--- config.mk ---
export PLATFORM = sky130hd
export DESIGN_NAME = video_modulator_mult_array
export DESIGN_NICKNAME = d
export VERILOG_FILES = /design/src/rtl/video_modulator_mult_array.sv
export SDC_FILE = /design/constraint.sdc
export NUM_CORES = 1
export LEC_CHECK = 0
export ABC_AREA = 1
export BUFFER_PORTS_ARGS = -buffer_cell sky130_fd_sc_hd__buf_2
export CAP_MARGIN = 20
export CELL_PAD_IN_SITES_DETAIL_PLACEMENT = 0
export CELL_PAD_IN_SITES_GLOBAL_PLACEMENT = 1
export CORE_ASPECT_RATIO = 1.75
export CORE_MARGIN = 4
export CORE_UTILIZATION = 43
export CTS_BUF_LIST = sky130_fd_sc_hd__clkbuf_4 sky130_fd_sc_hd__clkbuf_8
export CTS_CLUSTER_DIAMETER = 60
export DETAILED_ROUTE_END_ITERATION = 10
export HOLD_SLACK_MARGIN = 0.06
export PLACE_DENSITY = 0.88
export SLEW_MARGIN = 0
export SYNTH_ARGS = -nofsm -noshare
export SYNTH_HDL_FRONTEND = slang
export SYNTH_HIERARCHICAL = 1
export SYNTH_SLANG_ARGS = --single-unit
--- constraint.sdc ---
create_clock -name clk -period 4.79 [get_ports clk]
set_input_delay 0 -clock clk [delete_from_list [all_inputs] [get_ports clk]]
set_output_delay 0 -clock clk [all_outputs]
set_load 0.05 [all_outputs]
--- src/rtl/video_modulator_mult_array.sv ---
// Multi-lane multiplier with rounding right-shift and saturation.
// Latency is PIPE_STAGES enabled cycles; out_data holds between valid results.

module video_modulator_mult_lane #(
  parameter int A_WIDTH   = 8,
  parameter int B_WIDTH   = 8,
  parameter int OUT_WIDTH = 16,
  parameter int SHIFT     = 0
) (
  input  logic                 sgn,
  input  logic [A_WIDTH-1:0]   a,
  input  logic [B_WIDTH-1:0]   b,
  output logic [OUT_WIDTH-1:0] res,
  output logic                 ovf
);
  localparam int PW = A_WIDTH + B_WIDTH;

  logic [PW-1:0] ax, bx, p;
  logic [PW:0]   pe, r;

  always_comb begin
    ax = sgn ? {{B_WIDTH{a[A_WIDTH-1]}}, a} : {{B_WIDTH{1'b0}}, a};
    bx = sgn ? {{A_WIDTH{b[B_WIDTH-1]}}, b} : {{A_WIDTH{1'b0}}, b};
    p  = ax * bx;
    // one extra bit so the rounding add cannot wrap
    pe = {sgn & p[PW-1], p};
  end

  generate
    if (SHIFT == 0) begin : g_noshift
      assign r = pe;
    end else begin : g_shift
      localparam logic [PW:0] RND = (PW+1)'(1) << (SHIFT - 1);
      logic        [PW:0] sum;
      logic signed [PW:0] rs;
      assign sum = pe + RND;
      assign rs  = $signed(sum) >>> SHIFT;
      assign r   = sgn ? $unsigned(rs) : (sum >> SHIFT);
    end
  endgenerate

  always_comb begin
    if (sgn) begin
      // in range iff all bits above the output sign bit match it
      ovf = ~((&r[PW:OUT_WIDTH-1]) | ~(|r[PW:OUT_WIDTH-1]));
      res = ovf ? {r[PW], {(OUT_WIDTH-1){~r[PW]}}} : r[OUT_WIDTH-1:0];
    end else begin
      ovf = |r[PW:OUT_WIDTH];
      res = ovf ? '1 : r[OUT_WIDTH-1:0];
    end
  end
endmodule

module video_modulator_mult_array #(
  parameter int CHANNELS    = 2,
  parameter int A_WIDTH     = 8,
  parameter int B_WIDTH     = 8,
  parameter int OUT_WIDTH   = 16,
  parameter int SHIFT       = 0,
  parameter int PIPE_STAGES = 2
) (
  input  logic                          clk,
  input  logic                          rst_n,
  input  logic                          enable,
  input  logic                          clear,
  input  logic                          in_valid,
  input  logic [CHANNELS-1:0]           in_signed,
  input  logic [CHANNELS*A_WIDTH-1:0]   in_a,
  input  logic [CHANNELS*B_WIDTH-1:0]   in_b,
  output logic                          out_valid,
  output logic [CHANNELS*OUT_WIDTH-1:0] out_data,
  output logic [CHANNELS-1:0]           out_ovf
);
  localparam int NM = PIPE_STAGES - 2;

  logic [CHANNELS-1:0][A_WIDTH-1:0]   a_q;
  logic [CHANNELS-1:0][B_WIDTH-1:0]   b_q;
  logic [CHANNELS-1:0]                sgn_q;
  logic [PIPE_STAGES-1:0]             vld_pipe;
  logic [CHANNELS-1:0][OUT_WIDTH-1:0] res, res_last, data_q;
  logic [CHANNELS-1:0]                ovf, ovf_last, ovf_q;

  always_ff @(posedge clk or negedge rst_n) begin
    if (!rst_n) begin
      a_q   <= '0;
      b_q   <= '0;
      sgn_q <= '0;
    end else if (enable) begin
      a_q   <= in_a;
      b_q   <= in_b;
      sgn_q <= in_signed;
    end
  end

  // clear drops in-flight samples (and the incoming one) even when stalled
  always_ff @(posedge clk or negedge rst_n) begin
    if (!rst_n)      vld_pipe <= '0;
    else if (clear)  vld_pipe <= '0;
    else if (enable) vld_pipe <= {vld_pipe[PIPE_STAGES-2:0], in_valid};
  end

  generate
    for (genvar c = 0; c < CHANNELS; c++) begin : g_lane
      video_modulator_mult_lane #(
        .A_WIDTH(A_WIDTH), .B_WIDTH(B_WIDTH), .OUT_WIDTH(OUT_WIDTH), .SHIFT(SHIFT)
      ) u_lane (
        .sgn(sgn_q[c]), .a(a_q[c]), .b(b_q[c]), .res(res[c]), .ovf(ovf[c])
      );
    end

    if (NM == 0) begin : g_nomid
      assign res_last = res;
      assign ovf_last = ovf;
    end else begin : g_mid
      logic [CHANNELS-1:0][OUT_WIDTH-1:0] dp [NM];
      logic [CHANNELS-1:0]                op [NM];
      always_ff @(posedge clk or negedge rst_n) begin
        if (!rst_n) begin
          for (int i = 0; i < NM; i++) begin
            dp[i] <= '0;
            op[i] <= '0;
          end
        end else if (enable) begin
          dp[0] <= res;
          op[0] <= ovf;
          for (int i = 1; i < NM; i++) begin
            dp[i] <= dp[i-1];
            op[i] <= op[i-1];
          end
        end
      end
      assign res_last = dp[NM-1];
      assign ovf_last = op[NM-1];
    end
  endgenerate

  always_ff @(posedge clk or negedge rst_n) begin
    if (!rst_n) begin
      data_q <= '0;
      ovf_q  <= '0;
    end else if (clear) begin
      ovf_q  <= '0;
    end else if (enable && vld_pipe[PIPE_STAGES-2]) begin
      data_q <= res_last;
      ovf_q  <= ovf_q | ovf_last;
    end
  end

  assign out_valid = vld_pipe[PIPE_STAGES-1];
  assign out_data  = data_q;
  assign out_ovf   = ovf_q;
endmodule
==> flow_summary.ini, run 1 <==
[floorplan]
io_pins = 74
start_util_pct = 43.7
die_w_um = 128
coreArea_sq_mm = 0.0246
fp-row-count = 76
die-height_um = 217
dieArea_sq_mm = 0.0277

[critical_path]
end_kind = register
cp_max_fo = 6
cpPeakStageDelay_ns = 0.67
r2r_cells = 20
r2r-start = sgn_q[0]
worstPathArrival_ns = 5.41
crit_path_frequent_cell = fa_1
crit_path_top_delay_cell = fa_2
timing.rr.end = out_data[14]
r2r_slack_ns = -0.28
worstPathCellList = nand2_4 > inv_8 > nand2_4 > fa_2 > fa_1 > inv_1 > fa_1 > fa_1 > fa_1 > inv_2 > fa_1 > inv_2 > ha_4 > nand2_4 > nor2_4 > nand3_2 > o2111ai_2 > xor2_1 > nand4_1 > nand2_1
startpoint_type = register
crit_type = reg -> reg
required_ns = 5.12

[global_routing]
grt_first_pass_wirelength_mm = 46.9
antenna_found_initial = 0
grt.total_usage_pct = 21.3
overflow = 0
grt_max_degree = 71
grt_pass1_vias = 10100

[cells_and_area]
fin_util_pct = 57.7
diodes = 0
fin_nets = 1994
fin_cells = 2026
final_cell_mix = nand2_1 (408), inv_1 (351), buf_4 (166)
regArea_sq_mm = 0.00178
nFillCells = 2187
syn_to_final_growth_pct = 32.2
multiInputGateArea_sq_mm = 0.00782
final_layout_size_suffix_gt1_share_pct = 28.2
mostFrequentLayoutCell = nand2_1

[detailed_routing]
route.detailed.drc = 0
vias = 9662
routed_wl_mm = 29.1
wl_met1_mm = 9.70
viasPerCell = 4.77
wl_met3_um = 522
highest_layer = met4
routedWlPerCell_um = 14.4
met2_length_mm = 17.4
final_antenna_net_count = 0
firstDrtPassIters = 5
drt-initial-drc-count = 324

[run_status]
status = finished with violations
violations = setup timing

[timing]
finalSetupViolations = 11
worstMarginPinSlew_ns = 0.966
fmax_mhz = 197
hold_viol = 0
holdWs_ns = 0.160
layout_min_cycle_time_ns = 5.07
slew_violations = 0
finalCritPeriodShare_pct = 106
rsz0062_at_grt = yes
relSlewSlack_pct = 35.6
finClkSkew_ns = 0.0149
setup_ws_ns = -0.282

[clock_network]
clk_pin_slew_ns = 0.09
clock_path_buffers = 2
cts_tree = built
cts_max_level = 3
clock_latency_ns = 0.39
cts_inserted_buffers = 9
cts-root-buf = clkbuf_8
cts_sinks = 70

[min_path]
holdCritStartpoint = clear
hold_path_depth = 4
hold_class = in -> reg
holdPathEnd = out_ovf[0]

[synth]
synthesis.area_sq_mm = 0.0108
syn-num-nets = 1729
yosysWarnings = 6
netlist_top_cells_area = fa_1 (26%), dfrtp_1 (16%), nand2_1 (16%)
synth_largest_area_cell = fa_1
syn_inst = 1444
yosysSeqAreaShare_pct = 16.3
synth-seq-cells = 70
synth.distinct_cells = 35
postSynthAreaPerCell_sq_um = 7.45
synth-edff-count = 0
async_flop_share_pct = 100
yosysTopAreaCellShare_pct = 26.1
ys.flop_type = dfrtp_1

[placed_design]
gp_congestion = 0.923
portBuffers = 73
placed_cells = 1911
dp_hpwl_mm = 23.3

[power]
p_total_mw = 7.21
vdd_drop_max_mv = 0.376
total_leakage_power_nw = 8.49
p_per_area_mw_per_mm2 = 507

[flow_run]
drv_cap = 0
## logic make-up (layout without fill, tap and decap cells)
| family | after synthesis | after routing | synth area share [%] |
|---|---|---|---|
| adders and majority gates | 246 | 246 | 38.4 |
| buffers and inverters | 466 | 736 | 17.3 |
| xor gates and xnor gates | 31 | 31 | 2.53 |
| AOI/OAI and AO/OA | 45 | 45 | 2.42 |
| and+or+nand+nor | 584 | 584 | 23.0 |
| other | 2 | 2 | 0.0699 |
| DFF | 70 | 70 | 16.3 |
## timing repair
item                                   CTS  global route
resized for setup                       89            93
endpoints found under the hold margin  105             0
setup buffers                           19            29
pin swaps                               69            73
hold buffers                            53             0
gates cloned                             0             0
setup endpoints to repair               14            15
## metrics by stage
step / instance area (sq um) / TNS, ns / setup WS (ns)
floorplan: 11000 / -0.159 / -0.0634
global placement: 12500 / -3.82 / -0.425
detailed placement: 12500 / -4.31 / -0.483
CTS: 13700 / -2.25 / -0.303
global route: 14200 / -4.52 / -0.482
finish: 14200 / -2.20 / -0.282
## registers in the layout, summed over array words and instances (netlist names)
name / count
a_q: 16
b_q: 16
out_data: 32
out_ovf: 2
sgn_q: 2
vld_pipe: 2
## critical path: cells and delay by family, from the launching register on
family	cells	cell delay, ns
fa+ha+maj	7	3.39
simple gates	7	0.61
flops	1	0.45
buf+inv	4	0.28
xor+xnor	1	0.21
compound gates	1	0.07
## Yosys cell counts (5+ instances only)
master and instances:
nand4_1 37, nor2_1 32, nor2_2 6, a21oi_1 22
clkbuf_1 22, buf_4 12, or2_2 6, o21ai_0 8
xor2_1 18, nand2_2 6, nand2_1 445, buf_2 28
dfrtp_1 70, nand3_1 42, fa_1 140, inv_1 394
inv_2 5, xnor2_1 13, ha_1 106
## routing by layer
metal  up-vias  GRT usage (%)
met1      4724           20.4
met3        77           1.89
met4         0           11.8
met2       158           42.9
met5         -              0
li1       4703              -
## layout make-up
| cell class | count | share of cell area [%] |
|---|---|---|
| clock buffers | 9 | 0.871 |
| multi-input cells | 908 | 55.0 |
| clock inverters | 7 | 0.519 |
| flip-flops and latches | 70 | 12.5 |
| repair buffers | 320 | 17.6 |
| well taps | 312 | 2.75 |
| inverters | 400 | 10.7 |
## where the power goes
group | switching (mW) | internal, mW
Combinational | 3.26 | 2.57
Clock | 0.279 | 0.242
Sequential | 0.121 | 0.733
Total | 3.66 | 3.54
## how the worst max path moves through the flow
stage	endpoint	slack (ns)	start
final	out_data[14]	-0.28	sgn_q[0]
after global routing	out_data[30]	-0.48	a_q[15]
after CTS	out_data[29]	-0.30	a_q[15]
after detailed placement	out_data[14]	-0.48	sgn_q[0]
after global placement	out_data[13]	-0.42	a_q[6]
after floorplan	out_data[15]	-0.06	sgn_q[0]
Power figures use the tool's default switching activity.
==> run 2, diff against run 1 <==
--- a/config.mk
+++ b/config.mk
@@ -18,6 +18,7 @@
 export DETAILED_ROUTE_END_ITERATION = 10
 export HOLD_SLACK_MARGIN = 0.06
 export PLACE_DENSITY = 0.88
+export SKIP_LAST_GASP = 1
 export SLEW_MARGIN = 0
 export SYNTH_ARGS = -nofsm -noshare
 export SYNTH_HDL_FRONTEND = slang
==> run 2 against run 1 <==
The run still ends with setup timing left. Sequential power hardly changed. Setup slack worse by 0.0015 ns. Hold slack better by 0.0017 ns. Design area decreased by 0.82%. Clock skew grew 0.00093 ns. Fmax barely moved. Critical path type unchanged. Global-route usage is essentially flat. Combinational power fell by 3.6%. Non-clock buffer count decreased by 1. Sequential share of layout area is 0.10 points higher.
==> flow_summary.ini, run 2 (synthesis results as in run 1) <==
[run_status]
status = finished with violations
violations = setup timing

[timing]
finClkSkew_ns = 0.0158
hold_viol = 0
worstMarginPinSlew_ns = 0.959
finalSetupViolations = 12
fmax_mhz = 197
setup_ws_ns = -0.284
slew_violations = 0
tns_ns = -2.03
layout_min_cycle_time_ns = 5.07
finalCritPeriodShare_pct = 106
rsz0062_at_grt = yes
relSlewSlack_pct = 36.1

[cells_and_area]
design_area_sq_mm = 0.0141
mostFrequentLayoutCell = nand2_1
largest_reg_flops = 32
syn_to_final_growth_pct = 31.1
final_layout_size_suffix_gt1_share_pct = 26.9
fin_nets = 1993
fin_cells = 2025
final_cell_mix = nand2_1 (415), inv_1 (364), buf_4 (172)
diodes = 0

[flow_run]
drv_cap = 0

[floorplan]
fp-row-count = 76
start_util_pct = 43.7
coreArea_sq_mm = 0.0246
die-height_um = 217
die_w_um = 128
dieArea_sq_mm = 0.0277
io_pins = 74

[critical_path]
end_kind = register
r2r_slack_ns = -0.28
required_ns = 5.12
worstPathArrival_ns = 5.40
crit_path_start = sgn_q[0]
crit_path_frequent_cell = fa_1
cp_max_fo = 6
worstPathCellList = nand2_4 > inv_8 > nand2_4 > fa_2 > fa_1 > inv_1 > fa_1 > fa_1 > fa_1 > inv_1 > fa_1 > inv_2 > ha_4 > nand2_2 > nor2_2 > nand3_1 > o2111ai_2 > xor2_1 > nand4_1 > nand2_1
startpoint_type = register
crit_type = reg -> reg
r2r_cells = 20
cpPeakStageDelay_ns = 0.67
timing.rr.end = out_data[14]
r2r-start = sgn_q[0]
crit_family = adder cells
crit_path_top_delay_cell = fa_2
timing.critical_path.buf_inv = 4

[power]
vdd_drop_max_mv = 0.389
p_total_mw = 6.99
total_leakage_power_nw = 8.48
p_per_area_mw_per_mm2 = 496

[detailed_routing]
drt-initial-drc-count = 336
vias = 9661
route.detailed.drc = 0
routedWlPerCell_um = 14.3
routed_wl_mm = 28.9
firstDrtPassIters = 5
final_antenna_net_count = 0
viasPerCell = 4.77

[placed_design]
place_area_sq_mm = 0.0125
placed_cells = 1911
gp_congestion = 0.923
dp_hpwl_mm = 23.3
portBuffers = 73

[clock_network]
clock_path_buffers = 2
clock_latency_ns = 0.39
cts_sinks = 70
cts-root-buf = clkbuf_8
cts_tree = built
clk_pin_slew_ns = 0.10
cts_inserted_buffers = 9
cts_max_level = 3

[global_routing]
grt_max_degree = 71
overflow = 0
antenna_found_initial = 0
grt_first_pass_wirelength_mm = 46.8
grt.total_usage_pct = 21.2
grt_pass1_vias = 10100

[min_path]
holdCritStartpoint = clear
hold_class = in -> reg
hold_path_depth = 4
holdPathEnd = out_ovf[0]
-- run 2: cell types whose count changed in the layout (fill, tap and decap cells not counted), sizes merged --
cell / before / now
buf: 267 / 266
-- run 2: final cells by class --
cell class,count,area [sq um]
multi-input cells,908,7740
repair buffers,319,2470
clock buffers,9,124
well taps,312,390
fillers,2211,10500
flip-flops and latches,70,1780
inverters,400,1520
clock inverters,7,73.8
-- run 2: metal layers --
metal  up-vias  wire length, um  global-route usage (%)  share of wire (%)
met1      4701             9610                    20.4                 33
met2       177            17200                    42.5                 59
met5         -                0                       0                  0
met4         0             1590                    12.1                5.5
li1       4700                -                       -                  -
met3        83              538                    1.89                1.9
-- run 2: tightest hold or removal path: stages --
cell     delay [ns]
buf_2          0.08
inv_2          0.25
nand2_1        0.14
nand2_1        0.05
-- run 2: report_power, final --
part           leakage, nW  switching (mW)  internal [mW]
sequential           0.853           0.120          0.733
clock               0.0996           0.278          0.242
combinational         7.52            3.16           2.46
total                 8.48            3.56           3.43
-- run 2: worst max path at each step --
| stage | to | slack, ns | cells past startpoint |
|---|---|---|---|
| after floorplan | out_data[15] | -0.06 | 25 |
| after global placement | out_data[13] | -0.42 | 24 |
| after detailed placement | out_data[14] | -0.48 | 20 |
| after CTS | out_data[14] | -0.31 | 20 |
| after global routing | out_data[29] | -0.50 | 25 |
| final | out_data[14] | -0.28 | 20 |
-- run 2: timing repair --
item | in CTS | in global routing
cloned | 0 | 0
setup endpoints to repair | 14 | 15
endpoints found under the hold margin | 105 | 0
pin swaps | 69 | 75
hold buffers | 53 | 0
buffers inserted | 19 | 28
gates resized for setup | 75 | 72
-- run 2: stage by stage --
| stage | setup WS [ns] | utilization, % | hold slack [ns] |
|---|---|---|---|
| after detailed placement | -0.483 | 50.8 | 0.203 |
| after CTS | -0.307 | 55.3 | 0.139 |
| final | -0.284 | 57.2 | 0.162 |
| after global routing | -0.495 | 57.2 | 0.209 |
| after floorplan | -0.0634 | - | -0.296 |
| after global placement | -0.425 | 50.8 | 0.200 |
